[config.mk]
export PLATFORM = sky130hd
export DESIGN_NAME = osd_ctrl
export DESIGN_NICKNAME = d
export VERILOG_FILES = /design/src/rtl/osd_pkg.sv /design/src/rtl/osd_rr_arb2.sv /design/src/rtl/osd_ctrl.sv
export SDC_FILE = /design/constraint.sdc
export NUM_CORES = 1
export LEC_CHECK = 0
export CORE_UTILIZATION = 49
export DETAILED_ROUTE_END_ITERATION = 12
export PLACE_DENSITY = 0.8
export SETUP_SLACK_MARGIN = 0.02
export SYNTH_ARGS = -nofsm -noshare
export SYNTH_HDL_FRONTEND = slang
export SYNTH_SLANG_ARGS = --single-unit
[constraint.sdc]
create_clock -name clk -period 2.75 [get_ports clk]
set_input_delay 0.55 -clock clk [delete_from_list [all_inputs] [get_ports clk]]
set_output_delay 0.55 -clock clk [all_outputs]
set_load 0.005 [all_outputs]
[src/rtl/osd_pkg.sv]
// Shared types and constants for the OSD character-buffer write controller.
// 128-entry buffer of 6-bit character codes, addressed by a 7-bit pointer.
package osd_pkg;

  localparam int OSD_CHARS  = 128;
  localparam int OSD_ADDR_W = 7;
  localparam int OSD_CHAR_W = 6;

  typedef enum logic [1:0] {
    IDLE,
    XFER,
    CLEAR
  } osd_ctrl_state_t;

  typedef struct packed {
    logic [OSD_ADDR_W-1:0] addr;
    logic [OSD_CHAR_W-1:0] data;
    logic                  last;
  } osd_msg_t;

  // Frame-timer width; a zero timeout still needs a 1-bit register.
  function automatic int timer_width(input int frames);
    return (frames < 1) ? 1 : $clog2(frames + 1);
  endfunction

endpackage

[src/rtl/osd_rr_arb2.sv]
// Two-way round-robin arbiter: on a tie, the requester not granted last wins.
// Purely combinational, zero latency; the last-grant state is held by the caller.
module osd_rr_arb2 (
  input  logic [1:0] valid,
  input  logic       last_grant,
  output logic       grant_valid,
  output logic       grant_idx
);

  assign grant_valid = |valid;
  assign grant_idx   = (&valid) ? ~last_grant : valid[1];

endmodule

[src/rtl/osd_ctrl.sv]
// OSD character-buffer write controller: arbitrates two message streams, frame-timed auto-clear.
// Writes appear one cycle after each accepted beat; requesters see ready only while granted in XFER.
module osd_ctrl
  import osd_pkg::*;
#(
  parameter int                    TIMEOUT_FRAMES = 180,
  parameter logic [OSD_CHAR_W-1:0] BLANK_CHAR     = 6'd0
) (
  input  logic                  clk,
  input  logic                  rst_n,
  input  logic                  vsync_pulse,
  input  logic                  clear_req,
  input  logic                  req0_valid,
  output logic                  req0_ready,
  input  logic [OSD_ADDR_W-1:0] req0_addr,
  input  logic [OSD_CHAR_W-1:0] req0_data,
  input  logic                  req0_last,
  input  logic                  req1_valid,
  output logic                  req1_ready,
  input  logic [OSD_ADDR_W-1:0] req1_addr,
  input  logic [OSD_CHAR_W-1:0] req1_data,
  input  logic                  req1_last,
  output logic [OSD_CHAR_W-1:0] char_data,
  output logic                  char_we,
  output logic [OSD_ADDR_W-1:0] char_addr,
  output logic                  osd_enable,
  output logic                  busy
);

  localparam int                    TW           = timer_width(TIMEOUT_FRAMES);
  localparam logic [TW-1:0]         TIMER_RELOAD = TW'(TIMEOUT_FRAMES);
  localparam logic [OSD_ADDR_W-1:0] LAST_ADDR    = OSD_ADDR_W'(OSD_CHARS - 1);

  osd_ctrl_state_t       state;
  logic [OSD_ADDR_W-1:0] ptr;
  logic                  gnt_idx;
  logic                  last_grant;
  logic                  clear_pending;
  logic [TW-1:0]         timer;

  osd_msg_t msg [2];
  osd_msg_t cur_msg;
  logic     cur_valid;
  logic     arb_vld;
  logic     arb_idx;
  logic     beat;
  logic     msg_done;
  logic     clear_done;
  logic     timer_expire;

  assign msg[0] = '{addr: req0_addr, data: req0_data, last: req0_last};
  assign msg[1] = '{addr: req1_addr, data: req1_data, last: req1_last};

  assign cur_msg   = msg[gnt_idx];
  assign cur_valid = gnt_idx ? req1_valid : req0_valid;

  assign req0_ready = (state == XFER) && !gnt_idx;
  assign req1_ready = (state == XFER) &&  gnt_idx;
  assign busy       = (state != IDLE);

  assign beat         = (state == XFER) && cur_valid;
  assign msg_done     = beat && cur_msg.last;
  assign clear_done   = (state == CLEAR) && (ptr == LAST_ADDR);
  assign timer_expire = vsync_pulse && osd_enable && (timer == TW'(1));

  osd_rr_arb2 u_arb (
    .valid       ({req1_valid, req0_valid}),
    .last_grant  (last_grant),
    .grant_valid (arb_vld),
    .grant_idx   (arb_idx)
  );

  always_ff @(posedge clk or negedge rst_n) begin
    if (!rst_n) begin
      state         <= IDLE;
      ptr           <= '0;
      gnt_idx       <= 1'b0;
      last_grant    <= 1'b1;
      clear_pending <= 1'b0;
      timer         <= '0;
      char_we       <= 1'b0;
      char_data     <= '0;
      char_addr     <= '0;
      osd_enable    <= 1'b0;
    end else begin
      char_we <= 1'b0;

      case (state)
        IDLE: begin
          // A pending clear always beats a waiting message.
          if (clear_pending) begin
            ptr   <= '0;
            state <= CLEAR;
          end else if (arb_vld) begin
            gnt_idx <= arb_idx;
            ptr     <= msg[arb_idx].addr;
            state   <= XFER;
          end
        end
        XFER: begin
          if (beat) begin
            char_we   <= 1'b1;
            char_data <= cur_msg.data;
            char_addr <= ptr;
            ptr       <= ptr + 1'b1;
            if (cur_msg.last) begin
              last_grant <= gnt_idx;
              osd_enable <= 1'b1;
              state      <= IDLE;
            end
          end
        end
        CLEAR: begin
          char_we   <= 1'b1;
          char_data <= BLANK_CHAR;
          char_addr <= ptr;
          ptr       <= ptr + 1'b1;
          if (clear_done) begin
            osd_enable <= 1'b0;
            state      <= IDLE;
          end
        end
        default: state <= IDLE;
      endcase

      // A completing message reloads the timer even if this vsync would have expired it.
      if (msg_done) begin
        timer <= TIMER_RELOAD;
      end else if (clear_done) begin
        timer <= '0;
      end else if (vsync_pulse && osd_enable && (timer != '0)) begin
        timer <= timer - 1'b1;
      end

      if (clear_req || (timer_expire && !msg_done)) begin
        clear_pending <= 1'b1;
      end else if (clear_done) begin
        clear_pending <= 1'b0;
      end
    end
  end

endmodule
# Word level (Yosys, flattened, before mapping)
# Cells that the tools add are included.
totals:
  reg_bits: 35
  input_bits: 34
op_classes:
  add_sub_neg: 2
  order_cmp: 2
  n_eq_ne: 8
  mux: 32
  bitwise: 4
  reduce_logical: 27
ops:
  columns: ["operator", "count"]
  rows:
  - ["2-to-1 mux 7 bit", 7]
  - ["2-to-1 mux 14 bit", 3]
  - ["2-to-1 mux 8 bit", 3]
  - ["case mux 7 bit (3 select lines)", 1]
  - ["case mux 7 bit (2 select lines)", 1]
  - ["case mux 6 bit (2 select lines)", 1]
  - ["2-to-1 mux 2 bit", 5]
  - ["logical AND 1 bit", 9]
  - ["AND reduction 3 bit", 3]
  - ["equality test 8 x 1 -> 1 bit (second input constant)", 1]
  - ["AND reduction 4 bit", 2]
  - ["nonzero test 8 bit", 1]
  - ["subtractor 8 x 1 -> 8 bit (second input constant)", 1]
  - ["adder 7 x 1 -> 7 bit (second input constant)", 1]
  - ["equality test 7 bit (second input constant)", 1]
  - ["2-to-1 mux 1 bit", 7]
  - ["2-to-1 mux 6 bit", 1]
  - ["!= test 2 bit (second input constant)", 3]
  - ["case mux 2 bit (3 select lines)", 1]
  - ["nonzero test 2 bit", 3]
  - ["nonzero test 3 bit", 2]
  - [">= comparator 2 bit (second input constant)", 2]
  - ["inverter 1 -> 2 bit", 2]
  - ["case mux 1 bit (2 select lines)", 2]
  - ["other kinds (9)", 12]

# Logic depth before layout (Yosys ltp)
# Gate-level depths: netlist of the first run.
depth:
  depth_word: 9
  ltp_mapped: 9
  mapped_depth_nobuf: 6

# By module
# A second synthesis of the first run with hierarchy kept.
hier_totals:
  cells_unflattened: 211
  area_unflattened_um2: 2050.7
by_module_without_submodules:
  columns: ["module", "n_inst", "cells_per_inst", "area_each_um2", "seq_area_each_um2"]
  rows:
  - ["osd_ctrl", 1, 209, 2037.0, 877.1]
  - ["osd_rr_arb2", 1, 2, 13.8, 0.0]

# Least setup slack after synthesis of the first run
# Ideal clock, no wire load.
synth_timing:
  path_kind: "register to register"
  from: "register state[1]"
  to: "register ptr[4]"
  setup_ns: 0.072
  arrival_time_ns: 2.059
  required_ns: 2.678
  path_slack_ns: 0.619
  stages_incl_launch_ff: 8
  path_buffers: 1
  cell_sequence: "dfrtp_1 inv_1 ha_1 and3b_4 or4_1 buf_2 or4b_1 nand4_1"
synth_between:
  elab_chain_cells: 4
  word_cells_on_any_way: 9
  classes_between: "eq/ne (4); mux (1); reduce/logical (4)"
synth_rtl:
  columns: ["item", "line", "source"]
  rows:
  - ["start, declared", "osd_ctrl.sv:34", "osd_ctrl_state_t state;"]
  - ["start signal, assigned", "osd_ctrl.sv:75", "state <= IDLE;"]
  - ["start signal, assigned", "osd_ctrl.sv:93", "state <= CLEAR;"]
  - ["start signal, assigned", "osd_ctrl.sv:97", "state <= XFER;"]
  - ["equality test 2 x 1 -> 1 bit", "osd_ctrl.sv:61, osd_ctrl.sv:88", null]
  - ["logical AND 1 bit", "osd_ctrl.sv:61", "assign beat = (state == XFER) && cur_valid;"]
  - ["!= test 2 bit (no line)", null, null]
  - ["AND reduction 3 bit (no line)", null, null]
  - ["end signal, assigned", "osd_ctrl.sv:96", "ptr <= msg[arb_idx].addr;"]
  - ["end signal, assigned", "osd_ctrl.sv:105", "ptr <= ptr + 1'b1;"]
  - ["end signal, assigned", "osd_ctrl.sv:117", "ptr <= ptr + 1'b1;"]
  - ["end, declared", "osd_ctrl.sv:35", "logic [OSD_ADDR_W-1:0] ptr;"]
# Parallel ways exist; a longest one is shown, timed or not.
# A chain may end at the register's enable or synchronous reset.

# Worst setup path after layout of the first run
layout_timing:
  from: "register state[1]"
  to: "output port req0_ready"
layout_between:
  elab_chain_cells: 2
layout_rtl:
  columns: ["item", "line", "source"]
  rows:
  - ["equality test 2 x 1 -> 1 bit", "osd_ctrl.sv:57", "assign req0_ready = (state == XFER) && !gnt_idx;"]
  - ["logical AND 1 bit", "osd_ctrl.sv:57", null]
  - ["end, declared", "osd_ctrl.sv:14", "output logic req0_ready,"]
# No other way between the ends.

==> results of run 1 <==
cell usage in the layout (no fill, tap or decap), types with 7 or more instances in the layout:
| master | count |
|---|---|
| clkdlybuf4s50_1 | 51 |
| dfrtp_1 | 34 |
| nand2_1 | 22 |
| mux2_2 | 16 |
| nand3_1 | 12 |
| nor2_1 | 11 |
| inv_1 | 9 |
| mux2i_1 | 9 |
| ha_1 | 8 |
| clkbuf_8 | 7 |
critical path: stages (launching register included):
cell	delay (ns)
dfrtp_1	0.40
inv_1	0.10
ha_1	0.29
nor2b_1	0.20
clkdlybuf4s50_1	0.52
layout make-up:
class | instances | area (µm²) | area share (%)
Clock buffer | 8 | 100 | 3.68
Tap cell | 50 | 62.6 | 2.30
Timing Repair Buffer | 57 | 556 | 20.4
Multi-Input combinational cell | 152 | 1090 | 40.2
Sequential cell | 35 | 877 | 32.2
Inverter | 9 | 33.8 | 1.24
power breakdown:
group	switching, mW	total (mW)	internal [mW]	leakage [nW]
clock network	0.179	0.408	0.229	0.0515
registers	0.0000000000000000528	0.515	0.515	0.425
logic	0.0254	0.0782	0.0528	0.634
total	0.204	1.00	0.796	1.11
state kept, by name, summed over array words and instances (netlist names):
register,count
char_we,1
char_addr,7
osd_enable,1
state,2
last_grant,1
clear_pending,1
ptr,7
gnt_idx,1
timer,8
char_data,6
final timing paths:
path,start,to,slack (ns)
max,state[1]$_DFFE_PN0P_,req0_ready,0.41
min,char_data[5]$_DFFE_PN0P_,char_data[5]$_DFFE_PN0P_,0.48
max reg2reg,state[1]$_DFFE_PN0P_,ptr[5]$_DFFE_PN0P_,0.56
min reg2reg,char_data[5]$_DFFE_PN0P_,char_data[5]$_DFFE_PN0P_,0.48
max in group asynchronous,rst_n,last_grant$_DFFE_PN1P_,1.71
min in group asynchronous,rst_n,char_data[1]$_DFFE_PN0P_,0.69
cells by family (layout without fill, tap and decap cells):
logic type	count (synthesis)	in the layout
buf+inv	16	74
flops	35	35
xor+xnor	5	5
simple gates	83	83
compound gates	31	31
mux	25	25
fa+ha+maj	8	8
layer usage:
metal,up-vias,track usage (%)
met5,-,0
met4,0,6.38
met3,2,4.62
met2,44,37.8
met1,832,29.2
li1,860,-
metrics by stage:
step           power (mW)  utilization, %  cell area [µm²]  worst slack (ns)  hold slack (ns)
6_report             1.00            68.1             2720             0.410            0.476
5_1_grt              1.04            68.1             2720             0.268            0.505
3_5_place_dp        0.604            65.6             2620             0.195            0.467
2_1_floorplan       0.540               -             2040             0.619            0.254
3_3_place_gp        0.603            65.6             2620             0.210            0.458
4_1_cts              1.01            68.1             2720             0.374            0.482
==> results.sh, run 1 <==
export IMPL_drive_above_1_share_pct=12.3
export IMPL_hold_buffers=0
export IMPL_antenna_found_initial=0
export IMPL_dr_pass1_iters=4
export IMPL_via_per_inst=5.59
export IMPL_layoutNonFillerInstCount=311
export IMPL_crit_fanout=8
export IMPL_synth_top_family_by_area="simple AND/OR/NAND/NOR gates"
export IMPL_status="complete, no violations"
export IMPL_setup_viol=0
export IMPL_synthFlopType="dfrtp_1"
export IMPL_num_rows=23
export IMPL_final_nets=302
export IMPL_clock_sinks=35
export IMPL_drv_cap=0
export IMPL_skew_ns=0.00525
export IMPL_synth_compound_area_share_pct=10.4
export IMPL_synth_edff_count=0
export IMPL_core_area_mm2=0.00400
export IMPL_p_leak_nw=1.11
export IMPL_yosys_area_share_simple_pct=22.9
export IMPL_ioPinCount=52
export IMPL_synth_cell_types=45
export IMPL_synth_top_area_cell="dfrtp_1"
export IMPL_yosysMostFrequentCell="dfrtp_1"
export IMPL_numCtsBuffers=5
export IMPL_post_drt_wl_per_cell_um=14.0
export IMPL_grt_ovfl_total=0
export IMPL_placedCellCount=303
export IMPL_fmax_mhz=427
export IMPL_grt_pass1_wl_um=7510
export IMPL_drc=0
export IMPL_min_path_cells=2
export IMPL_start_util_pct=51.0
export IMPL_cts_resized=0
export IMPL_globalplace_congestion=0.827
export IMPL_vdd_drop_max_mv=0.253
export IMPL_end_kind="primary output"
export IMPL_yosysSeqAreaShare_pct=43.0
export IMPL_detail_route_iter0_violations=70
export IMPL_tightestPinTransition_ns=0.787
export IMPL_clock_latency_ns=0.28
export IMPL_track_usage_pct=22.5
export IMPL_cts_max_path_buffers=2
export IMPL_cts_setup_buffers=0
export IMPL_synthToLayoutAreaGrowth_pct=33.5
export IMPL_hp_class="reg -> reg"
export IMPL_synth_xor_area_share_pct=2.15
export IMPL_synthArstFlopShare_pct=100
export IMPL_nFillCells=344
export IMPL_cts_root_buf="clkbuf_8"
export IMPL_fin_tns_setup_ns=0
export IMPL_htree_levels=2
export IMPL_wl_met2_um=2170
export IMPL_slew_limit_headroom_pct=47.1
export IMPL_synth_area_mm2=0.00204
export IMPL_synthTopCellsByCount="34 x dfrtp_1, 22 x nand2_1, 16 x mux2_2"
export IMPL_hpwl_um=3270
export IMPL_ys_warn_count=0
export IMPL_period_share_pct=85.1
export IMPL_top_layer_used="met4"
export IMPL_arrival_ns=1.79
export IMPL_port_buffers=51
export IMPL_slew_violations=0
export IMPL_critPathKind="reg -> out"
export IMPL_num_antenna_cells=0
export IMPL_syn_nets=245
export IMPL_antenna_left=0
export IMPL_grt_pass1_vias=1642
export IMPL_grt_max_degree=36
export IMPL_syn_mean_instance_area_um2=10.0
export IMPL_wl_met3_um=170
export IMPL_synthAdderAreaFrac_pct=4.91
export IMPL_cts_tree="yes"
export IMPL_synthMuxAreaShare_pct=13.3
export IMPL_period_minus_slack_ns=2.34
export IMPL_synth_area_top_cells="dfrtp_1 42%, mux2_2 8.8%, ha_1 4.9%"
export IMPL_power_per_cell_area_mw_per_mm2=367
export IMPL_rr_worst_depth=6
export IMPL_netlist_area_leader_share_pct=41.7
export IMPL_synth_seq_cells=35
export IMPL_hold_viol_final=0
export IMPL_clk_pin_slew_ns=0.07
export IMPL_rsz0062_at_grt="no"
export IMPL_required_ns=2.20
export IMPL_met1Wirelength_um=1990
export IMPL_die_area_mm2=0.00442
export IMPL_die_h_um=66.5
export IMPL_dr_total_vias=1738
export IMPL_startpoint_type="register"
export IMPL_syn_inst=203
export IMPL_fp_dieW_um=66.5
export IMPL_wl_um=4370
(Power assumes the default switching activity.)
==> run 2, diff against run 1 <==
--- a/config.mk
+++ b/config.mk
@@ -5,6 +5,7 @@
 export SDC_FILE = /design/constraint.sdc
 export NUM_CORES = 1
 export LEC_CHECK = 0
+export CORE_MARGIN = 3
 export CORE_UTILIZATION = 49
 export DETAILED_ROUTE_END_ITERATION = 12
 export PLACE_DENSITY = 0.8
==> run 2 against run 1 <==
  * Global-route usage down 3.3 points
  * Clock skew grew 0.0045 ns
  * Sequential share of layout area is 0.13 points higher
  * Wire length is 3.8% higher
  * Largest power group unchanged
  * Critical path type unchanged
  * Cell area shrank 0.41%
  * Total power shrank 2.7%
  * Clock-buffer cell count is 1 lower
  * First-iteration DRC count is 64% higher
==> results.sh, run 2 (synthesized netlist as in run 1, its figures left out) <==
export IMPL_status="complete, no violations"
export IMPL_final_util_pct=70.9
export IMPL_fmax_mhz=424
export IMPL_hold_viol_final=0
export IMPL_startpoint_type="register"
export IMPL_track_usage_pct=19.2
export IMPL_regToRegSetupSlack_ns=0.49
export IMPL_skew_ns=0.00979
export IMPL_die_area_mm2=0.00497
export IMPL_p_leak_nw=1.11
export IMPL_fin_tns_setup_ns=0
export IMPL_slew_limit_headroom_pct=41.9
export IMPL_largest_register_ffs=8
export IMPL_top_regs="timer (8), char_addr (7), ptr (7)"
export IMPL_placedCellCount=301
export IMPL_p_comb_share_pct=8.0
export IMPL_critPathKind="reg -> out"
export IMPL_post_drt_wl_per_cell_um=14.7
export IMPL_most_common_layout_cells="51 x clkdlybuf4s50_1, 34 x dfrtp_1, 22 x nand2_1, 16 x mux2_2, 12 x nand3_1"
export IMPL_required_ns=2.20
export IMPL_final_nets=302
export IMPL_arrival_ns=1.81
export IMPL_clk_pin_slew_ns=0.06
export IMPL_worstPathCellList="inv_1, ha_1, nor2b_1, clkdlybuf4s50_1"
export IMPL_antenna_left=0
export IMPL_core_area_mm2=0.00383
export IMPL_power_per_cell_area_mw_per_mm2=359
export IMPL_cts_root_buf="clkbuf_8"
export IMPL_largest_register="timer"
export IMPL_layoutNonFillerInstCount=309
export IMPL_critPathMaxStageDelay_ns=0.51
export IMPL_period_minus_slack_ns=2.36
export IMPL_grt_pass1_wl_um=7600
export IMPL_rsz0062_at_grt="no"
export IMPL_via_per_inst=5.64
export IMPL_fp_dieW_um=70.5
export IMPL_rr_worst_depth=6
export IMPL_synthToLayoutAreaGrowth_pct=32.9
export IMPL_swShare_pct=21.0
export IMPL_num_antenna_cells=0
export IMPL_drv_cap=0
export IMPL_hold_buffers=0
export IMPL_vdd_drop_max_mv=0.399
export IMPL_setup_viol=0
export IMPL_slew_violations=0
export IMPL_p_total_mw=0.973
export IMPL_numCtsBuffers=5
export IMPL_drc=0
export IMPL_r2r_end="ptr[4]$_DFFE_PN0P_"
export IMPL_cts_max_path_buffers=2
export IMPL_clock_latency_ns=0.29
export IMPL_antenna_found_initial=0
export IMPL_r2r_start="state[1]$_DFFE_PN0P_"
export IMPL_period_share_pct=85.8
export IMPL_hp_class="reg -> reg"
export IMPL_start_util_pct=53.3
export IMPL_dr_pass1_iters=5
export IMPL_cts_setup_buffers=0
export IMPL_clock_sinks=35
export IMPL_crit_fanout=8
export IMPL_cts_resized=0
export IMPL_crit_slowest_cell="clkdlybuf4s50_1"
export IMPL_wl_um=4540
export IMPL_die_h_um=70.5
export IMPL_dr_total_vias=1744
export IMPL_worstHoldStart="char_data[5]$_DFFE_PN0P_"
export IMPL_grt_ovfl_total=0
export IMPL_detail_route_iter0_violations=115
export IMPL_port_buffers=51
export IMPL_ioPinCount=52
export IMPL_hpwl_um=3390
export IMPL_cts_tree="yes"
export IMPL_worst_hold_slack_ns=0.476
export IMPL_min_path_cells=2
export IMPL_clockPowerShare_pct=39.1
export IMPL_drive_above_1_share_pct=12.3
export IMPL_grt_max_degree=36
export IMPL_switchingPower_mw=0.204
export IMPL_p_int_mw=0.769
export IMPL_end_kind="primary output"
export IMPL_globalplace_congestion=0.861
export IMPL_pwr_share_seq_pct=52.9
export IMPL_tightestPinTransition_ns=0.865
export IMPL_layout_commonest_cell="clkdlybuf4s50_1"
export IMPL_num_rows=22
export IMPL_grt_pass1_vias=1663
export IMPL_hold_end="char_data[5]$_DFFE_PN0P_"
export IMPL_nFillCells=298
export IMPL_htree_levels=2
## run 2: worst max path at each step
stage / from / to / cells past startpoint
2_1_floorplan: state[1]$_DFFE_PN0P_ / ptr[4]$_DFFE_PN0P_ / 7
3_3_place_gp: req1_valid / ptr[5]$_DFFE_PN0P_ / 5
3_5_place_dp: req1_valid / ptr[4]$_DFFE_PN0P_ / 5
4_1_cts: state[1]$_DFFE_PN0P_ / req0_ready / 4
5_1_grt: state[1]$_DFFE_PN0P_ / req0_ready / 4
6_report: state[1]$_DFFE_PN0P_ / req0_ready / 4
## run 2: per-stage QoR
| step | setup WS (ns) | instance area (µm²) |
|---|---|---|
| floorplan | 0.619 | 2040 |
| global placement | 0.206 | 2620 |
| detailed placement | 0.175 | 2620 |
| CTS | 0.376 | 2710 |
| global route | 0.267 | 2710 |
| finish | 0.390 | 2710 |
## run 2: worst max-delay path, delay by kind of cell (launching register included)
kind | cells | cell delay (ns)
fa+ha+maj | 1 | 0.31
flops | 1 | 0.41
simple gates | 1 | 0.19
buf+inv | 2 | 0.62
## run 2: power by group through the flow
stage,clock [mW],sequential (mW),combinational (mW)
floorplan,0,0.525,0.0152
global placement,0,0.524,0.0785
detailed placement,0,0.524,0.0787
CTS,0.383,0.515,0.0793
global route,0.405,0.514,0.0850
finish,0.381,0.515,0.0781
## run 2: area by class of cell
cell class | count | area, µm² | share of cell area, %
multi-input combinational | 152 | 1090 | 40.3
sequential | 35 | 877 | 32.3
timing repair buffer | 57 | 556 | 20.5
clock buffer | 7 | 86.3 | 3.18
tap | 48 | 60.1 | 2.22
inverter | 9 | 33.8 | 1.25
clock inverter | 1 | 5.00 | 0.185
## run 2: layer usage
metal  GRT usage, %  routed length, µm  part of all wire [%]  up-vias
met5              0                  0                     0        -
met4           5.74                 47                   1.0        0
met3           4.03                213                   4.7        6
met2           31.1               2160                    48       47
met1           25.9               2120                    47      829
li1               -                  -                     -      862
==> run 3, diff against run 2 <==
--- a/config.mk
+++ b/config.mk
@@ -9,6 +9,7 @@
 export CORE_UTILIZATION = 49
 export DETAILED_ROUTE_END_ITERATION = 12
 export PLACE_DENSITY = 0.8
+export RECOVER_POWER = 100
 export SETUP_SLACK_MARGIN = 0.02
 export SYNTH_ARGS = -nofsm -noshare
 export SYNTH_HDL_FRONTEND = slang
==> run 3 against run 2 <==
  * Fmax decreased by 2.5%
  * Clock-buffer cell count is the same
  * Global-route usage unchanged
  * Clock power hardly changed
  * Cell area is 0.14% lower
  * Total power decreased by 0.11%
  * Non-clock buffer count unchanged
  * Critical path type unchanged
  * Largest cell class unchanged
==> results.sh, run 3 (synthesized netlist as in run 1, its figures left out) <==
export IMPL_min_path_cells=2
export IMPL_placedCellCount=301
export IMPL_worst_hold_slack_ns=0.470
export IMPL_status="complete, no violations"
export IMPL_p_leak_nw=1.13
export IMPL_multi_input_area_mm2=0.00109
export IMPL_arrival_ns=1.87
export IMPL_power_per_cell_area_mw_per_mm2=359
export IMPL_rsz0062_at_grt="no"
export IMPL_switchingPower_mw=0.204
export IMPL_start_util_pct=53.3
export IMPL_cts_resized=0
export IMPL_grt_max_degree=36
export IMPL_worstHoldStart="char_data[5]$_DFFE_PN0P_"
export IMPL_period_minus_slack_ns=2.42
export IMPL_top_regs="timer (8), char_addr (7), ptr (7)"
export IMPL_regArea_um2=877
export IMPL_dr_pass1_iters=4
export IMPL_grt_pass1_vias=1663
export IMPL_regToRegSetupSlack_ns=0.49
export IMPL_post_route_cell_area_mm2=0.00271
export IMPL_hp_class="reg -> reg"
export IMPL_fp_dieW_um=70.5
export IMPL_fmax_mhz=413
export IMPL_tightestPinTransition_ns=0.851
export IMPL_clockPowerShare_pct=39.1
export IMPL_end_kind="primary output"
export IMPL_num_antenna_cells=0
export IMPL_drc=0
export IMPL_antenna_found_initial=0
export IMPL_setup_viol=0
export IMPL_port_buffers=51
export IMPL_clock_latency_ns=0.29
export IMPL_detail_route_iter0_violations=103
export IMPL_hold_end="char_data[5]$_DFFE_PN0P_"
export IMPL_swShare_pct=21.0
export IMPL_wl_um=4530
export IMPL_globalplace_congestion=0.861
export IMPL_largest_register_ffs=8
export IMPL_layoutNonFillerInstCount=309
export IMPL_dr_total_vias=1745
export IMPL_via_per_inst=5.65
export IMPL_slew_limit_headroom_pct=42.8
export IMPL_ioPinCount=52
export IMPL_most_common_layout_cells="34 x dfrtp_1, 31 x clkdlybuf4s50_1, 22 x nand2_1, 20 x dlygate4sd3_1, 15 x mux2_2"
export IMPL_final_nets=302
export IMPL_r2r_end="ptr[4]$_DFFE_PN0P_"
export IMPL_crit_fanout=8
export IMPL_placed_area_mm2=0.00262
export IMPL_track_usage_pct=19.2
export IMPL_layout_commonest_cell="dfrtp_1"
export IMPL_clock_sinks=35
export IMPL_fin_tns_setup_ns=0
export IMPL_critPathKind="reg -> out"
export IMPL_rr_worst_depth=6
export IMPL_core_area_mm2=0.00383
export IMPL_nFillCells=300
export IMPL_skew_ns=0.00963
export IMPL_drv_cap=0
export IMPL_grt_pass1_wl_um=7600
export IMPL_hold_viol_final=0
export IMPL_p_int_mw=0.769
export IMPL_largest_register="timer"
export IMPL_post_drt_wl_per_cell_um=14.7
export IMPL_htree_levels=2
export IMPL_required_ns=2.20
export IMPL_hpwl_um=3390
export IMPL_cts_root_buf="clkbuf_8"
export IMPL_antenna_left=0
export IMPL_cts_tree="yes"
export IMPL_clk_pin_slew_ns=0.06
export IMPL_synthToLayoutAreaGrowth_pct=32.8
export IMPL_die_h_um=70.5
export IMPL_hold_buffers=0
export IMPL_num_rows=22
export IMPL_pwr_share_seq_pct=52.9
export IMPL_p_comb_share_pct=7.9
export IMPL_numCtsBuffers=5
export IMPL_r2r_start="state[1]$_DFFE_PN0P_"
export IMPL_slew_violations=0
export IMPL_grt_ovfl_total=0
export IMPL_cts_max_path_buffers=2
export IMPL_drive_above_1_share_pct=11.5
export IMPL_period_share_pct=88.0
export IMPL_cts_setup_buffers=0
export IMPL_startpoint_type="register"
export IMPL_die_area_mm2=0.00497
export IMPL_vdd_drop_max_mv=0.398
run 3: changes by cell type in the layout (fill, tap and decap cells not counted), sizes merged:
cell / change
buf: -1
clkbuf: +1
dlygate4sd3: +20
clkdlybuf4s50: -20
run 3: worst max path at each step:
stage	from	end	slack (ns)	cells past startpoint
floorplan	state[1]$_DFFE_PN0P_	ptr[4]$_DFFE_PN0P_	0.62	7
global placement	req1_valid	ptr[5]$_DFFE_PN0P_	0.21	5
detailed placement	req1_valid	ptr[4]$_DFFE_PN0P_	0.17	5
CTS	state[1]$_DFFE_PN0P_	req0_ready	0.38	4
global route	state[1]$_DFFE_PN0P_	req0_ready	0.21	4
finish	state[1]$_DFFE_PN0P_	req0_ready	0.33	4
run 3: stage by stage:
| step | total power, mW | util [%] | setup WS, ns |
|---|---|---|---|
| floorplan | 0.540 | - | 0.619 |
| global placement | 0.603 | 68.5 | 0.206 |
| detailed placement | 0.603 | 68.5 | 0.175 |
| CTS | 0.977 | 70.9 | 0.376 |
| global route | 1.00 | 70.8 | 0.211 |
| finish | 0.972 | 70.8 | 0.331 |
run 3: worst max-delay path, cell delays in order, from the launching register on:
cell and delay (ns):
dfrtp_1 0.41, inv_1 0.11, ha_1 0.31, nor2b_1 0.18, dlygate4sd3_1 0.58
run 3: power groups by stage:
stage	registers [mW]	clock network [mW]	logic, mW
floorplan	0.525	0	0.0152
global placement	0.524	0	0.0785
detailed placement	0.524	0	0.0787
CTS	0.515	0.383	0.0793
global route	0.514	0.405	0.0842
finish	0.515	0.381	0.0773
run 3: cell type report:
| cell class | count | area share [%] |
|---|---|---|
| multi-input cells | 152 | 40.4 |
| clock inverters | 1 | 0.185 |
| inverters | 9 | 1.25 |
| clock buffers | 7 | 3.19 |
| flip-flops and latches | 35 | 32.4 |
| well taps | 48 | 2.22 |
| repair buffers | 57 | 20.4 |
run 3: metal layers:
metal	GRT usage, %	vias to the layer above	wire [µm]
li1	-	864	-
met1	25.9	823	2080
met2	31.1	54	2170
met3	4.03	4	234
met4	5.74	0	44
met5	0	-	0
